==> src/rtl/mem_arbiter.sv <==
// mem_arbiter: shares one memory port between the IF-stage fetch requester and the
// MEM-stage data requester. Each access is one mem_req/mem_ack transaction that ends
// in a one-cycle ready pulse. Data wins over fetch because the MEM-stage instruction
// is older.
//
// Ports:
//   clk, reset                  clock, asynchronous active-low reset
//   if_req/if_addr              fetch request (held until if_ready) and PC
//   if_rdata/if_ready           fetched word and one-cycle completion pulse
//   d_read/d_write/d_addr/d_wdata  data request, address and store data
//   d_rdata/d_ready             load data and one-cycle completion pulse
//   stall_if/stall_mem          combinational pipeline stalls
//   mem_req/mem_we/mem_addr/mem_wdata  memory request, held stable until mem_ack
//   mem_rdata/mem_ack           memory read data and completion
//   err                         sticky: timeout or simultaneous read+write
//   conflict_cnt                saturating count of IDLE cycles with both requesters active
module mem_arbiter #(
  parameter int unsigned TIMEOUT  = 16,
  parameter logic [31:0] ERR_DATA = 32'hDEADBEEF
) (
  input  logic        clk,
  input  logic        reset,
  input  logic        if_req,
  input  logic [31:0] if_addr,
  output logic [31:0] if_rdata,
  output logic        if_ready,
  input  logic        d_read,
  input  logic        d_write,
  input  logic [31:0] d_addr,
  input  logic [31:0] d_wdata,
  output logic [31:0] d_rdata,
  output logic        d_ready,
  output logic        stall_if,
  output logic        stall_mem,
  output logic        mem_req,
  output logic        mem_we,
  output logic [31:0] mem_addr,
  output logic [31:0] mem_wdata,
  input  logic [31:0] mem_rdata,
  input  logic        mem_ack,
  output logic        err,
  output logic [15:0] conflict_cnt
);

  // Wait counter only needs to reach TIMEOUT-1; the abort fires on that edge.
  localparam int unsigned CntW = (TIMEOUT > 1) ? $clog2(TIMEOUT) : 1;
  localparam logic [CntW-1:0] CntLast = CntW'(TIMEOUT - 1);

  typedef enum logic [1:0] {StIdle, StDBusy, StIfBusy, StResp} state_e;

  state_e          r_state, w_state_d;
  logic            r_mem_req, w_mem_req_d;
  logic            r_mem_we, w_mem_we_d;
  logic [31:0]     r_mem_addr, w_mem_addr_d;
  logic [31:0]     r_mem_wdata, w_mem_wdata_d;
  logic [31:0]     r_if_rdata, w_if_rdata_d;
  logic [31:0]     r_d_rdata, w_d_rdata_d;
  logic            r_if_ready, w_if_ready_d;
  logic            r_d_ready, w_d_ready_d;
  logic            r_err, w_err_d;
  logic [15:0]     r_conflict, w_conflict_d;
  logic [CntW-1:0] r_cnt, w_cnt_d;
  logic            w_d_any;
  logic            w_is_d;

  assign w_d_any = d_read | d_write;
  assign w_is_d  = (r_state == StDBusy);

  always_ff @(posedge clk or negedge reset) begin
    if (!reset) r_state <= StIdle;
    else        r_state <= w_state_d;
  end

  always_comb begin
    w_state_d     = r_state;
    w_mem_req_d   = r_mem_req;
    w_mem_we_d    = r_mem_we;
    w_mem_addr_d  = r_mem_addr;
    w_mem_wdata_d = r_mem_wdata;
    w_if_rdata_d  = r_if_rdata;
    w_d_rdata_d   = r_d_rdata;
    w_if_ready_d  = r_if_ready;
    w_d_ready_d   = r_d_ready;
    w_err_d       = r_err;
    w_conflict_d  = r_conflict;
    w_cnt_d       = r_cnt;
    unique case (r_state)
      StIdle: begin
        w_cnt_d = '0;
        if (w_d_any && if_req && (r_conflict != 16'hFFFF)) w_conflict_d = r_conflict + 16'd1;
        if (w_d_any) begin
          w_state_d     = StDBusy;
          w_mem_req_d   = 1'b1;
          w_mem_we_d    = d_write;  // read+write together resolves to a write
          w_mem_addr_d  = d_addr;
          w_mem_wdata_d = d_wdata;
          if (d_read && d_write) w_err_d = 1'b1;
        end else if (if_req) begin
          w_state_d    = StIfBusy;
          w_mem_req_d  = 1'b1;
          w_mem_we_d   = 1'b0;
          w_mem_addr_d = if_addr;
        end
      end
      StDBusy, StIfBusy: begin
        if (mem_ack) begin
          w_state_d   = StResp;
          w_mem_req_d = 1'b0;
          w_mem_we_d  = 1'b0;
          if (w_is_d) begin
            w_d_ready_d = 1'b1;
            if (!r_mem_we) w_d_rdata_d = mem_rdata;
          end else begin
            w_if_ready_d = 1'b1;
            w_if_rdata_d = mem_rdata;
          end
        end else if ((TIMEOUT != 0) && (r_cnt == CntLast)) begin
          w_state_d   = StResp;
          w_mem_req_d = 1'b0;
          w_mem_we_d  = 1'b0;
          w_err_d     = 1'b1;
          if (w_is_d) begin
            w_d_ready_d = 1'b1;
            w_d_rdata_d = ERR_DATA;
          end else begin
            w_if_ready_d = 1'b1;
            w_if_rdata_d = ERR_DATA;
          end
        end else begin
          w_cnt_d = r_cnt + CntW'(1);
        end
      end
      StResp: begin
        // Requests are not sampled here so a still-held request is not reissued.
        w_state_d    = StIdle;
        w_if_ready_d = 1'b0;
        w_d_ready_d  = 1'b0;
      end
      default: w_state_d = StIdle;
    endcase
  end

  always_ff @(posedge clk or negedge reset) begin
    if (!reset) begin
      r_mem_req   <= 1'b0;
      r_mem_we    <= 1'b0;
      r_mem_addr  <= '0;
      r_mem_wdata <= '0;
      r_if_rdata  <= '0;
      r_d_rdata   <= '0;
      r_if_ready  <= 1'b0;
      r_d_ready   <= 1'b0;
      r_err       <= 1'b0;
      r_conflict  <= '0;
      r_cnt       <= '0;
    end else begin
      r_mem_req   <= w_mem_req_d;
      r_mem_we    <= w_mem_we_d;
      r_mem_addr  <= w_mem_addr_d;
      r_mem_wdata <= w_mem_wdata_d;
      r_if_rdata  <= w_if_rdata_d;
      r_d_rdata   <= w_d_rdata_d;
      r_if_ready  <= w_if_ready_d;
      r_d_ready   <= w_d_ready_d;
      r_err       <= w_err_d;
      r_conflict  <= w_conflict_d;
      r_cnt       <= w_cnt_d;
    end
  end

  assign mem_req      = r_mem_req;
  assign mem_we       = r_mem_we;
  assign mem_addr     = r_mem_addr;
  assign mem_wdata    = r_mem_wdata;
  assign if_rdata     = r_if_rdata;
  assign if_ready     = r_if_ready;
  assign d_rdata      = r_d_rdata;
  assign d_ready      = r_d_ready;
  assign err          = r_err;
  assign conflict_cnt = r_conflict;
  assign stall_if     = if_req & ~r_if_ready;
  assign stall_mem    = w_d_any & ~r_d_ready;

endmodule

==> config.mk <==
export PLATFORM = sky130hd
export DESIGN_NAME = mem_arbiter
export DESIGN_NICKNAME = d
export VERILOG_FILES = /design/src/rtl/mem_arbiter.sv
export SDC_FILE = /design/constraint.sdc
export NUM_CORES = 1
export LEC_CHECK = 0
export ABC_CLOCK_PERIOD_IN_PS = 1800
export CORE_AREA = 2 2 128 130
export CTS_BUF_LIST = sky130_fd_sc_hd__clkbuf_16
export DETAILED_ROUTE_END_ITERATION = 8
export DIE_AREA = 0 0 130 132
export GPL_ROUTABILITY_DRIVEN = 0
export PLACE_DENSITY = 0.79
export RECOVER_POWER = 50
export SETUP_SLACK_MARGIN = 0.05
export SLEW_MARGIN = 20
export SYNTH_ARGS = -nofsm -noshare
export SYNTH_HDL_FRONTEND = slang
export SYNTH_SLANG_ARGS = --single-unit
export TNS_END_PERCENT = 20
==> constraint.sdc <==
create_clock -name clk -period 1.8 [get_ports clk]
set_input_delay 0.36 -clock clk [delete_from_list [all_inputs] [get_ports clk]]
set_output_delay 0.36 -clock clk [all_outputs]
set_load 0.02 [all_outputs]
**After elaboration in Yosys (flattened, before gate mapping)**

Index checks and enable logic that the tools add are counted.

- $add $sub $neg: 2
- Eq/ne operators: 13
- Mux-type cells: 40
- Bitwise operators: 6
- Reductions and logical operators: 19

Operators with widths:

| kind | number |
|---|---|
| 32-bit 2-to-1 mux | 11 |
| 16-bit by 1-bit adder with 16-bit output, second input constant | 1 |
| 1-bit 2-to-1 mux | 16 |
| 16-bit inequality test, second input constant | 1 |
| 2-bit inequality test, second input constant | 6 |
| 1-bit case mux with 2 select lines | 5 |
| 2-bit AND reduction | 5 |
| 3-bit AND reduction | 3 |
| 2-bit 2-to-1 mux | 4 |
| 4-bit 2-to-1 mux | 2 |
| 4-bit case mux with 2 select lines | 1 |
| 2-bit nonzero test | 4 |
| 3-bit inequality test, second input constant | 2 |
| 2-bit case mux with 3 select lines | 1 |
| 5-bit AND reduction | 1 |
| 4-bit by 1-bit adder with 4-bit output, second input constant | 1 |
| 2-bit == test, second input constant | 2 |
| 4-bit == test, second input constant | 1 |
| 4-bit AND reduction | 1 |
| 1-bit logical AND | 3 |
| 1-bit inverter | 3 |
| 1-bit AND | 2 |
| 2-bit by 1-bit == test with 1-bit output, second input constant | 1 |
| 2-bit zero test | 1 |
| 2 further kinds | 2 |

- Flip-flop bits (word level): 155
- Output and inout port bits: 151

**Logic depth before layout (Yosys ltp)**

Gate-level depths: netlist (run 1).

- Depth in word-level cells: 5
- Mapped depth: 7

**Worst setup path after synthesis (run 1)**

Ideal clock, no wire load.

- Path type: reg-to-reg
- Start point: register r_state[0]
- End point: register r_if_rdata[14] (netlist: if_rdata[14])
- Library setup time: 0.117 ns
- Arrival: 1.522 ns
- Data required time: 1.683 ns
- Setup slack: 0.161 ns
- Stages on the path, launching flop included: 7
- Path through: dfrtp_1 -> inv_1 -> ha_1 -> or3b_2 -> clkbuf_1 -> nand2_1 -> nand2_1

- Longest elaborated chain between the ends: 3

RTL lines:

| element | line | RTL |
|---|---|---|
| start, declared | 51 | `state_e r_state, w_state_d;` |
| start signal, assigned | 70 | `if (!reset) r_state <= StIdle;` |
| start signal, assigned | 71 | `else r_state <= w_state_d;` |
| 2-bit by 1-bit == test with 1-bit output or 2-bit == test (tied branches) | 67, 87 |  |
| 2-bit OR reduction or 1-bit inverter (tied branches) | - |  |
| 3-bit AND reduction (no source line) (*) | - |  |
| end signal, assigned | 161 | `r_if_rdata <= w_if_rdata_d;` |
| end, declared | 56 | `logic [31:0] r_if_rdata, w_if_rdata_d;` |

Mark *: on every way between the ends. The rest lies on a longest branch, timed or not.
A chain may end at the register's enable or synchronous reset.

**Worst setup path after layout (run 1)**

- Start point: register r_d_rdata[28] (netlist: d_rdata[28])
- End point: output port d_rdata[28]

RTL lines:

| element | line | RTL |
|---|---|---|
| start, declared | 57 | `logic [31:0] r_d_rdata, w_d_rdata_d;` |
| start signal, assigned | 162 | `r_d_rdata <= w_d_rdata_d;` |
| end, declared | 31 | `output logic [31:0] d_rdata,` |

No word-level cell between the ends.

==> impl_metrics.csv, run 1 <==
group,metric,value,unit
cells_and_area,layout-drive-gt1-share,0.139,
critical_path,r2r_slack,0.13,ns
timing,rsz0062_at_grt,"true",
cells_and_area,num_antenna_cells,0,
yosys,synth-compound-area-share,0.113,
route,vias_per_cell,4.96,
power,peakVddDrop,726,µV
global_route,grt_pass1_wl,28000,µm
worst_hold_path,hold_path.class,"reg2reg",
clock_tree,clock_sinks,155,
job,max-cap-violations,0,
critical_path,critPathSlowestCell,"clkdlybuf4s50_1",
route,finalWirelength,17900,µm
critical_path,cp.required,1.44,ns
worst_hold_path,min_path_cells,2,
floorplanning,start_util,0.416,
floorplanning,dieHeight,132,µm
timing,layout_setup_ws,0.0920,ns
timing,finalHoldViolations,0,
cells_and_area,layout_commonest_cell,"dfrtp_1",
placement,hpwl,13000,µm
yosys,synth_edf_count,0,
yosys,synth_adder_area_share,0.0134,
power,internal_power,10.3,mW
critical_path,crit_family,"buffers and inverters",
power,clockPowerShare,0.209,
yosys,synth-main-ff-cell,"dfrtp_1",
yosys,yosysSeqAreaShare,0.594,
clock_tree,clk_latency,0.41,ns
clock_tree,clockBufferDepth,2,
global_route,antenna_found_initial,0,
critical_path,critical_path_class,"reg2out",
cells_and_area,n_fill_cell,1351,
yosys,synthSimpleGateAreaFrac,0.105,
floorplanning,ios,285,
yosys,syn_avg_cell_area,11.5,µm²
placement,place.port_buffers,284,
clock_tree,numCtsBuffers,17,
power,finalPower,17.0,mW
timing,setup_viol,0,
floorplanning,die_w,130,µm
clock_tree,cts_tree,"yes",
yosys,netlist_instances,567,
critical_path,critPathCaptureType,"output pin",
yosys,synth_nets,708,
timing,relSlewSlack,0.406,
power,sw_frac_of_total,0.396,
timing,max_freq,585,MHz
route,drc,0,
placement,place_area,0.00994,mm²
timing,skew,0.0141,ns
floorplanning,core-area,0.0157,mm²
route,firstDrtPassIters,4,
critical_path,path_buf_inv,1,
clock_tree,cts_root_buf,"clkbuf_16",
global_route,grt_usage,0.206,
yosys,synth_area,0.00653,mm²
floorplanning,rows,46,
critical_path,startpoint_type,"flop",
yosys,yosys_warnings,0,
timing,tightest_slew,0.891,ns
power,switching_power,6.74,mW
placement,pre_cts_slack,-0.266,ns
timing,finalCritPeriodShare,0.949,
critical_path,cp.arrival,1.35,ns
power,power.density,1680,mW/mm²
global_route,grt_pass1_vias,5423,
route,vias,5502,
route,wire_per_inst,16.1,µm
global_route,grt_overflow_total,0,
power,seq_power_share,0.340,
outcome,status,"finished clean",
critical_path,cp_max_fo,2,
route,ant_nets,0,
clock_tree,htree_num_levels,4,
clock_tree,clk_pin_slew_worst_paths,0.06,ns
cells_and_area,final_nets,1022,
yosys,synth_xor_area_frac,0.0201,
floorplanning,fp.dieArea,0.0172,mm²
cells_and_area,fin_area,0.0101,mm²
yosys,ys_async_sr_fraction,1.00,
timing,period_needed,1.71,ns
critical_path,path_depth,1,
timing,drv_slew,0,
yosys,synthDistinctLibCells,43,
yosys,synth_top_family_by_area,"compound AO/OA/AOI/OAI gates",
critical_path,critPathMaxStageDelay,0.60,ns
power,power_leakage,4.63,nW
cells_and_area,layout_common_cells,"154 x dfrtp_1, 136 x clkdlybuf4s50_1, 90 x dlygate4sd2_1, 60 x nand2_1, 56 x clkbuf_1",
yosys,synth.area.mux_share,0.111,
power,combPwrFrac,0.451,
critical_path,crit_chain,"clkdlybuf4s50_1",
yosys,synth_seq_cells,155,
route,drt_iter0_markers,206,
cells_and_area,area_delta_synth_final,54.9,%
critical_path,r2r_cells,5,
global_route,grt_max_degree,55,
## path summary, 6_finish.rpt
check                                           endpoint                     start
worst max-delay path                         d_rdata[28]   d_rdata[28]$_DFFE_PN0P_
worst min-delay path            if_rdata[17]$_DFFE_PN0P_  if_rdata[17]$_DFFE_PN0P_
worst max register to register      r_cnt[3]$_DFFE_PN0P_      r_cnt[1]$_DFFE_PN0P_
worst min register to register  if_rdata[17]$_DFFE_PN0P_  if_rdata[17]$_DFFE_PN0P_
max in group asynchronous        d_rdata[10]$_DFFE_PN0P_                     reset
min in group asynchronous        if_rdata[0]$_DFFE_PN0P_                     reset
## cells in the mapped netlist, types with 2 or more instances
library cell	instances	area, µm²
and2_1	2	12.5
clkbuf_1	8	30.0
and3_1	3	18.8
a2bb2oi_1	24	210
o22ai_1	2	12.5
nor4_1	8	50.1
o21a_1	2	15.0
buf_2	23	115
nand2b_1	3	18.8
nor2_1	32	120
dfrtp_1	155	3880
xor2_1	15	131
a21oi_1	4	20.0
nor3_1	7	35.0
a22o_1	10	87.6
nand3_1	16	80.1
mux2i_1	33	330
nand2_1	60	225
o21ai_0	35	175
inv_1	30	113
ha_1	7	87.6
a31oi_1	26	163
nand4_1	7	43.8
mux2_2	35	394
nor2b_1	2	12.5
## cell type report
| class | count | area [µm²] | area share |
|---|---|---|---|
| flip-flops and latches | 155 | 3880 | 0.383 |
| repair buffers | 330 | 2840 | 0.281 |
| multi-input cells | 347 | 2430 | 0.240 |
| clock buffers | 17 | 425 | 0.0420 |
| well taps | 216 | 270 | 0.0267 |
| clock inverters | 15 | 164 | 0.0162 |
| inverters | 30 | 113 | 0.0111 |
## power by group through the flow
stage               Clock, mW  Sequential, mW  Combinational (mW)
floorplan                   0            7.57                2.77
global placement            0            5.81                8.83
detailed placement          0            5.86                8.96
CTS                      3.64            5.79                8.41
global route             3.78            5.98                8.32
finish                   3.55            5.78                7.68
## state kept, by name, indices dropped and copies added (netlist names), named ones only
register / cells
mem_wdata: 32
mem_addr: 32
mem_req: 1
d_rdata: 32
r_state: 2
r_cnt: 4
err: 1
if_rdata: 32
conflict_cnt: 16
mem_we: 1
if_ready: 1
## logic make-up after synthesis
group           after synthesis
compound gates              109
xor+xnor                     15
fa+ha+maj                     7
buf+inv                      65
flops                       155
mux                          68
simple gates                148
## metal layers
metal | up-vias | track usage | share of wire
met3 | 33 | 0.0613 | 0.076
met4 | 0 | 0.0663 | 0.025
li1 | 2616 | - | -
met1 | 2623 | 0.254 | 0.41
met2 | 230 | 0.346 | 0.49
met5 | - | 0 | 0
## per-stage QoR
stage	instances	utilization	hold slack, ns	TNS, ns
CTS	1107	0.664	0.401	0
global route	1110	0.644	0.486	0
floorplan	567	-	0.0644	0
global placement	1074	0.633	0.269	-12.24
detailed placement	1074	0.633	0.270	-14.54
finish	1110	0.644	0.463	0
## timing repair
item                       in CTS  in global routing
pin swaps                       0                  2
hold buffers                    1                  0
resized for setup              96                 68
setup endpoints to repair      92                 89
hold endpoints to repair       27                  0
setup buffers                   0                  3
Power figures use the tool's default switching activity.
==> run 2: changes to the inputs <==
Settings changed: ABC_CLOCK_PERIOD_IN_PS 1800 to 1400, CORE_AREA 2 2 128 130 to 2 2 135 137, DIE_AREA 0 0 130 132 to 0 0 137 139, PLACE_DENSITY 0.79 to 0.75.
Clock period 1.8 ns to 1.4 ns, I/O delays scaled along.
==> run 2 against run 1 <==
  * The flow now finishes with violations (negative setup slack)
  * Cell area increased by 8.9%
  * Die area increased by 11%
  * Clock skew decreased by 0.0053 ns
  * Global-route usage about the same
  * Wire length increased by 14%
  * Sequential cell count unchanged
  * Critical path depth increased by 6
  * Combinational power increased by 61%
  * Power increased by 42%
  * Clock power increased by 20%
  * Critical path type is now reg2reg
  * Largest cell class unchanged
==> impl_metrics.csv, run 2 (synthesis results as in run 1) <==
group,metric,value,unit
clock_tree,clk_latency,0.42,ns
route,firstDrtPassIters,6,
floorplanning,die_w,137,µm
cells_and_area,layout_commonest_cell,"dfrtp_1",
critical_path,path_buf_inv,2,
cells_and_area,layout-drive-gt1-share,0.403,
floorplanning,ios,285,
timing,setup_viol,115,
clock_tree,clock_sinks,155,
power,power_leakage,5.07,nW
critical_path,startpoint_type,"flop",
critical_path,critPathSlowestCell,"dfrtp_1",
critical_path,crit_chain,"ha_4 > nand4_1 > nor4_2 > buf_4 > buf_6 > nor3_2 > xor2_1",
timing,layout_setup_ws,-0.224,ns
timing,relSlewSlack,0.575,
cells_and_area,num_antenna_cells,0,
route,drc,0,
global_route,grt_usage,0.207,
global_route,grt_overflow_total,0,
timing,finalCritPeriodShare,1.16,
power,clockPowerShare,0.176,
outcome,status,"finished with violations",
floorplanning,rows,49,
cells_and_area,stdcell_count,1184,
cells_and_area,area_delta_synth_final,68.7,%
clock_tree,numCtsBuffers,17,
cells_and_area,final_nets,1083,
worst_hold_path,hold_path.class,"in2async",
floorplanning,start_util,0.370,
critical_path,r2r-start,"conflict_cnt[0]$_DFFE_PN0P_",
timing,finalHoldViolations,0,
placement,place_inst,1115,
power,combPwrFrac,0.514,
floorplanning,dieHeight,139,µm
cells_and_area,area.sequential,0.00388,mm²
route,drt_iter0_markers,188,
placement,hpwl,13500,µm
outcome,violations,"negative setup slack",
cells_and_area,layout_common_cells,"155 x dfrtp_1, 128 x clkdlybuf4s50_1, 123 x buf_2, 55 x buf_4, 48 x buf_6",
floorplanning,core-area,0.0177,mm²
critical_path,critical_path_class,"reg2reg",
global_route,grt_pass1_wl,30900,µm
power,sw_frac_of_total,0.400,
route,vias,5860,
clock_tree,cts_tree,"yes",
cells_and_area,fin_area,0.0110,mm²
timing,tightest_slew,0.637,ns
power,seq_power_share,0.310,
job,max-cap-violations,0,
cells_and_area,n_fill_cell,1423,
clock_tree,clk_pin_slew_worst_paths,0.07,ns
placement,place.port_buffers,284,
route,ant_nets,0,
clock_tree,clockBufferDepth,2,
critical_path,cp.required,1.71,ns
critical_path,crit_family,"simple AND/OR/NAND/NOR gates",
critical_path,critPathCaptureType,"flop",
cells_and_area,multi_input_area,0.00282,mm²
timing,period_needed,1.62,ns
critical_path,critPathMaxStageDelay,0.40,ns
critical_path,cp.arrival,1.93,ns
critical_path,cp_max_fo,7,
route,wire_per_inst,17.3,µm
floorplanning,fp.dieArea,0.0190,mm²
timing,rsz0062_at_grt,"true",
timing,max_freq,616,MHz
global_route,grt_pass1_vias,5993,
clock_tree,htree_num_levels,4,
route,finalWirelength,20400,µm
power,switching_power,9.67,mW
route,vias_per_cell,4.95,
global_route,grt_max_degree,65,
timing,drv_slew,0,
critical_path,crit_start,"conflict_cnt[0]$_DFFE_PN0P_",
global_route,antenna_found_initial,0,
clock_tree,cts_root_buf,"clkbuf_16",
power,internal_power,14.5,mW
power,peakVddDrop,1090,µV
placement,place_area,0.0102,mm²
timing,skew,0.00881,ns
power,power.density,2200,mW/mm²
==> run 2: cell types whose count changed in the layout (fill, tap and decap cells not counted), sizes merged, moves of 2 or more <==
cell	delta
buf	+198
bufinv	-2
clkbuf	-44
clkdlybuf4s50	-8
clkinv	-4
clkinvlp	+4
dlygate4sd2	-88
inv	+2
==> run 2: repair_timing <==
action | CTS | global route
endpoints found under the hold margin | 20 | 0
gates cloned | 5 | 4
hold buffers | 1 | 0
pin swaps | 12 | 25
setup buffers | 18 | 9
endpoints found under the setup margin | 306 | 168
resized for setup | 695 | 107
==> run 2: power by group through the flow <==
stage	sequential, mW	combinational, mW	clock (mW)
6_report	7.50	12.4	4.25
5_1_grt	7.71	13.3	4.56
4_1_cts	7.40	11.7	4.36
3_5_place_dp	7.49	11.9	0
3_3_place_gp	7.44	11.8	0
2_1_floorplan	9.73	3.64	0
==> run 2: layout make-up <==
class,count,share of cell area
sequential,155,0.352
timing repair buffer,390,0.307
multi-input combinational,348,0.256
clock buffer,17,0.0386
tap,229,0.0260
clock inverter,15,0.0104
inverter,30,0.0102
==> run 2: layer usage <==
metal | vias up | track usage | share of wire
li1 | 2746 | - | -
met1 | 2837 | 0.244 | 0.38
met2 | 241 | 0.348 | 0.51
met3 | 36 | 0.0683 | 0.078
met4 | 0 | 0.0738 | 0.025
met5 | - | 0 | 0
==> run 2: worst paths after layout <==
| path | end | slack, ns | depth (start not counted) |
|---|---|---|---|
| max | conflict_cnt[6]$_DFFE_PN0P_ | -0.22 | 7 |
| min | mem_wdata[12]$_DFFE_PN0P_ | 0.42 | 2 |
| max reg2reg | conflict_cnt[6]$_DFFE_PN0P_ | -0.22 | 7 |
| min reg2reg | err$_DFFE_PN0P_ | 0.46 | 1 |
| max in group asynchronous | d_rdata[20]$_DFFE_PN0P_ | 0.17 | 3 |
| min in group clk | d_rdata[3]$_DFFE_PN0P_ | 0.42 | 3 |
==> run 2: through the flow <==
| stage | setup TNS [ns] | total power [mW] | setup slack, ns | hold WS [ns] | utilization |
|---|---|---|---|---|---|
| 2_1_floorplan | -13.40 | 13.4 | -0.232 | -0.0156 | - |
| 3_3_place_gp | -73.43 | 19.2 | -0.552 | 0.173 | 0.578 |
| 3_5_place_dp | -75.93 | 19.4 | -0.583 | 0.172 | 0.578 |
| 4_1_cts | -15.35 | 23.4 | -0.181 | 0.285 | 0.608 |
| 5_1_grt | -25.27 | 25.6 | -0.298 | 0.429 | 0.624 |
| 6_report | -17.35 | 24.2 | -0.224 | 0.415 | 0.624 |
==> edit 1 (flow settings as in run 2) <==
`TIMEOUT`: 16 -> 32.
--- a/src/rtl/mem_arbiter.sv
+++ b/src/rtl/mem_arbiter.sv
@@ -15,7 +15,7 @@
 //   err                         sticky: timeout or simultaneous read+write
 //   conflict_cnt                saturating count of IDLE cycles with both requesters active
 module mem_arbiter #(
-  parameter int unsigned TIMEOUT  = 16,
+  parameter int unsigned TIMEOUT  = 32,
   parameter logic [31:0] ERR_DATA = 32'hDEADBEEF
 ) (
   input  logic        clk,
Check against the original RTL: not settled (the Yosys comparison gave no result); the edit may change what the design does.
==> edit 1 against run 2 <==
  * The flow still finishes with violations (negative setup slack)
  * Final area is 0.29% higher
  * Worst setup slack worse by 230 ps
  * Power up 3.9%
  * Sequential cell count grew 1
  * Critical path depth grew 1
  * Routed wire length grew 3.3%
  * Clock power up 8.7%
  * Synthesized area up 1.2%
  * Critical path type unchanged
  * Critical endpoint is now if_rdata[10]
==> edit 1: results (changes against run 2) <==
[status]
status=finished, violations left
violations=negative setup slack

[synth]
synth.net_count=728  ; +2.8%
synth.distinct_cells=48  ; +12%
yosysWarnings=0  ; unchanged
yosysSeqAreaShare_pct=59.0  ; -0.35 points
synthTopCellsByArea=dfrtp_1 (59%), mux2_2 (6.0%), mux2i_1 (4.8%), o21ai_0 (4.7%), nand2_1 (4.5%)
syn_inst=587  ; +3.5%
synthTopCellsByCount=dfrtp_1 (156), nand2_1 (80), o21ai_0 (62), mux2_2 (35), nor2_1 (33)
async_flop_share_pct=100  ; unchanged

[placed_design]
hpwl_mm=14.2  ; +5.7%
dpl_cell_area_mm2=0.0104  ; +1.7%
dp_slack_ps=-532  ; +50.4 ps
portBuffers=284  ; unchanged

[global_route]
grtUsageTotal_pct=21.0  ; +0.33 points
grt_pass1_wl_mm=31.2  ; +0.71%

[drt]
viasPerCell=4.97  ; +0.37%
initialDrtViolationCount=193  ; +2.7%
wl_mm=21.1  ; +3.3%
dr.pass1.iters=4  ; -2

[final_layout]
fin_cells=1203  ; +1.6%
fill_cells=1493  ; +4.9%
drive_above_1_share_pct=41.8  ; +1.5 points
antennaDiodeCount=0  ; unchanged
nets=1102  ; +1.8%

[clocking]
clk_pin_slew_worst_paths_ps=70  ; about the same
worstSkewPairLatency_ps=420  ; about the same
cts_buffer_depth=2  ; unchanged

[timing]
max-slew-margin-rel_pct=57.9  ; +0.38 points
skew_ps=6.51  ; -2.30 ps
setup_tns_ps=-33900  ; -16,550 ps
setup_violations=157  ; +37%
whs_ps=441  ; +25.4 ps
worst_slack_ps=-458  ; -234 ps

[worst_setup_path]
reg2reg_depth=8  ; +1
worstPathArrival_ps=2150  ; +220 ps
crit_path_end=if_rdata[10]
reg2reg_from=r_cnt[0]
cp_max_fo=7  ; unchanged

[power_and_ir_drop]
leakage_nw=5.15  ; +1.6%
vdd_drop_max_mv=1.23  ; +12%
p_sw_share_pct=40.9  ; +0.97 points

## edit 1: cell types whose count changed in the layout (fill, tap and decap cells not counted), sizes merged, moves of 8 or more
cell,change
a21oi,+23
o21ai,+27
a2bb2oi,-24
inv,-29
nand2,+20
a32o,+8
a31oi,-25
nor2b,+24
## edit 1: power by group through the flow
stage | sequential, mW | combinational [mW] | clock [mW]
2_1_floorplan | 10.2 | 3.77 | 0
3_3_place_gp | 7.65 | 12.5 | 0
5_1_grt | 8.09 | 13.6 | 4.92
6_report | 7.86 | 12.7 | 4.62
3_5_place_dp | 7.76 | 12.7 | 0
4_1_cts | 7.71 | 11.9 | 4.72
## edit 1: routing by layer
metal  vias to the layer above  global-route usage [%]  wire length (um)
li1                       2794                       -                 -
met1                      2879                    24.8              8000
met2                       259                    36.2             11000
met3                        44                    6.10              1600
met4                         0                    7.00               532
met5                         -                       0                 0
## edit 1: logic make-up after synthesis
| kind of cell | after synthesis | synth area share (%) |
|---|---|---|
| buf+inv | 39 | 2.65 |
| fa+ha+maj | 7 | 1.32 |
| flops | 156 | 59.0 |
| simple gates | 185 | 13.7 |
| compound gates | 118 | 10.4 |
| xor+xnor | 13 | 1.72 |
| mux | 69 | 11.2 |
## edit 1: repair_timing
| action | 4_1_cts | 5_1_grt |
|---|---|---|
| setup endpoints to repair | 306 | 211 |
| hold buffers | 1 | 0 |
| resized for setup | 619 | 137 |
| buffers inserted | 13 | 2 |
| pin swaps | 7 | 27 |
| hold endpoints to repair | 19 | 0 |
| cloned | 2 | 7 |
## edit 1: cell type report
cell class	count	area, um^2	share of cell area (%)
Clock buffer	17	425	3.85
Clock inverter	15	161	1.46
Inverter	2	7.51	0.0679
Multi-Input combinational cell	392	2880	26.0
Sequential cell	156	3910	35.4
Tap cell	229	287	2.59
Timing Repair Buffer	392	3390	30.6
==> edit 2 (config.mk and constraints of run 2) <==
Without the edit above. The 4 states of `state_e` get a one-hot encoding in 4 bits.
--- a/src/rtl/mem_arbiter.sv
+++ b/src/rtl/mem_arbiter.sv
@@ -46,7 +46,7 @@
   localparam int unsigned CntW = (TIMEOUT > 1) ? $clog2(TIMEOUT) : 1;
   localparam logic [CntW-1:0] CntLast = CntW'(TIMEOUT - 1);
 
-  typedef enum logic [1:0] {StIdle, StDBusy, StIfBusy, StResp} state_e;
+  typedef enum logic [3:0] {StIdle = 4'b0001, StDBusy = 4'b0010, StIfBusy = 4'b0100, StResp = 4'b1000} state_e;
 
   state_e          r_state, w_state_d;
   logic            r_mem_req, w_mem_req_d;
Formal check against the unedited RTL: no difference found for any inputs over 4 cycles, from zero or initial values and one cycle with reset low; so few cycles prove little.
==> edit 2 against run 2 <==
  * Worst setup slack got worse by 100 ps
  * Core utilization decreased by 0.33 points
  * Synthesized area increased by 0.73%
  * Critical endpoint is now conflict_cnt[14]
  * Die area unchanged
  * Critical path depth decreased by 3
  * Final area decreased by 0.52%
  * Final cell count increased by 1.0%
  * The flow still finishes with violations (negative setup slack)
  * Sequential cell count increased by 2
  * Routed wire length decreased by 0.34%
  * Power decreased by 5.3%
==> edit 2: results (changes against run 2) <==
[status]
status=finished, violations left
violations=negative setup slack

[power_and_ir_drop]
power.switching_mw=9.22  ; -4.7%
vdd_drop_max_mv=1.09  ; -0.55%
leakage_nw=5.00  ; -1.4%

[timing]
worst_slack_ps=-325  ; -101 ps
max-slew-margin-rel_pct=45.2  ; -12 points
skew_ps=9.95  ; +1.14 ps
setup_violations=154  ; +34%

[placed_design]
dpl_cell_area_mm2=0.0104  ; +2.1%
hpwl_mm=13.5  ; about the same

[clocking]
cts_resized=680  ; -2.2%
postCtsSetupBuffers=16  ; -2

[drt]
initialDrtViolationCount=181  ; -3.7%
wl_per_cell_um=17.0  ; -1.3%
wl_mm=20.4  ; -0.34%
vias=5785  ; -1.3%
dr.pass1.iters=4  ; -2

[synth]
syn_avg_cell_area_um2=11.1  ; -3.5%
synth.distinct_cells=41  ; -4.7%
synth.net_count=728  ; +2.8%
synthTopCellsByCount=dfrtp_1 (156), nand2_1 (87), o21ai_0 (69), mux2i_1 (41), mux2_2 (33)
yosysSeqAreaShare_pct=59.7  ; +0.35 points
synthTopCellsByArea=dfrtp_1 (59%), mux2i_1 (6.2%), mux2_2 (5.6%), o21ai_0 (5.2%), nand2_1 (5.0%)
ys.flop_type=dfrtp_1

[final_layout]
drive_above_1_share_pct=39.9  ; -0.40 points

[worst_setup_path]
cp_max_fo=4  ; -3
slowest_delay_ps=550  ; +150 ps

[global_route]
grtUsageTotal_pct=21.5  ; +0.81 points
grt_pass1_vias=6089  ; +1.6%
grt_pass1_wl_mm=31.9  ; +3.0%

[hold_path]
hold_class=input pin to flop

## edit 2: per-layer routing
layer  vias up  share of wire, %  GRT usage [%]
met4         0               2.5           9.28
met2       258                51           36.7
met1      2739                39           24.6
met3        38               8.2           6.54
li1       2750                 -              -
met5         -                 0              0
## edit 2: cell type report
type	count	area, um^2
clock buffer	17	425
clock inverter	15	123
fill	1502	6690
inverter	11	41.3
multi-input combinational	391	2870
sequential	157	3950
tap	229	287
timing repair buffer	376	3270
## edit 2: power groups by stage
stage                     sequential, mW  combinational (mW)  clock, mW
final                               7.79                10.8       4.31
after CTS                           7.75                10.7       4.42
after detailed placement            7.81                11.6          0
after global placement              7.72                11.4          0
after floorplan                     10.1                3.26          0
after global routing                8.02                11.7       4.62
## edit 2: stage by stage
step	hold slack (ps)	utilization [%]	setup TNS (ps)	total power [mW]	setup WS, ps
6_report	439	62.1	-30390	22.9	-325
5_1_grt	443	62.1	-44570	24.4	-398
4_1_cts	304	62.6	-32220	22.9	-345
3_5_place_dp	184	59.0	-62840	19.4	-511
3_3_place_gp	185	59.0	-59160	19.1	-486
2_1_floorplan	-15.6	-	-27740	13.4	-264
## edit 2: worst paths after layout
kind,from,to,slack (ps),cells after the start
min in group asynchronous,reset,d_rdata[7],490,2
setup reg to reg,r_state[0],conflict_cnt[14],-320,4
hold / removal,d_read,r_state[2],440,6
hold reg to reg,mem_addr[16],mem_addr[16],480,2
max in group asynchronous,reset,r_state[0],90,3
setup / recovery,r_state[0],conflict_cnt[14],-320,4
## edit 2: kinds of logic after synthesis
kind of cell	after synthesis	synth area share (%)
AND/OR/NAND/NOR	190	14.2
flip-flops	157	59.7
AO/OA/AOI/OAI	109	8.69
multiplexers	74	11.9
buffers and inverters	44	3.04
XOR/XNOR	16	2.13
adder cells (fa/ha/maj)	2	0.380
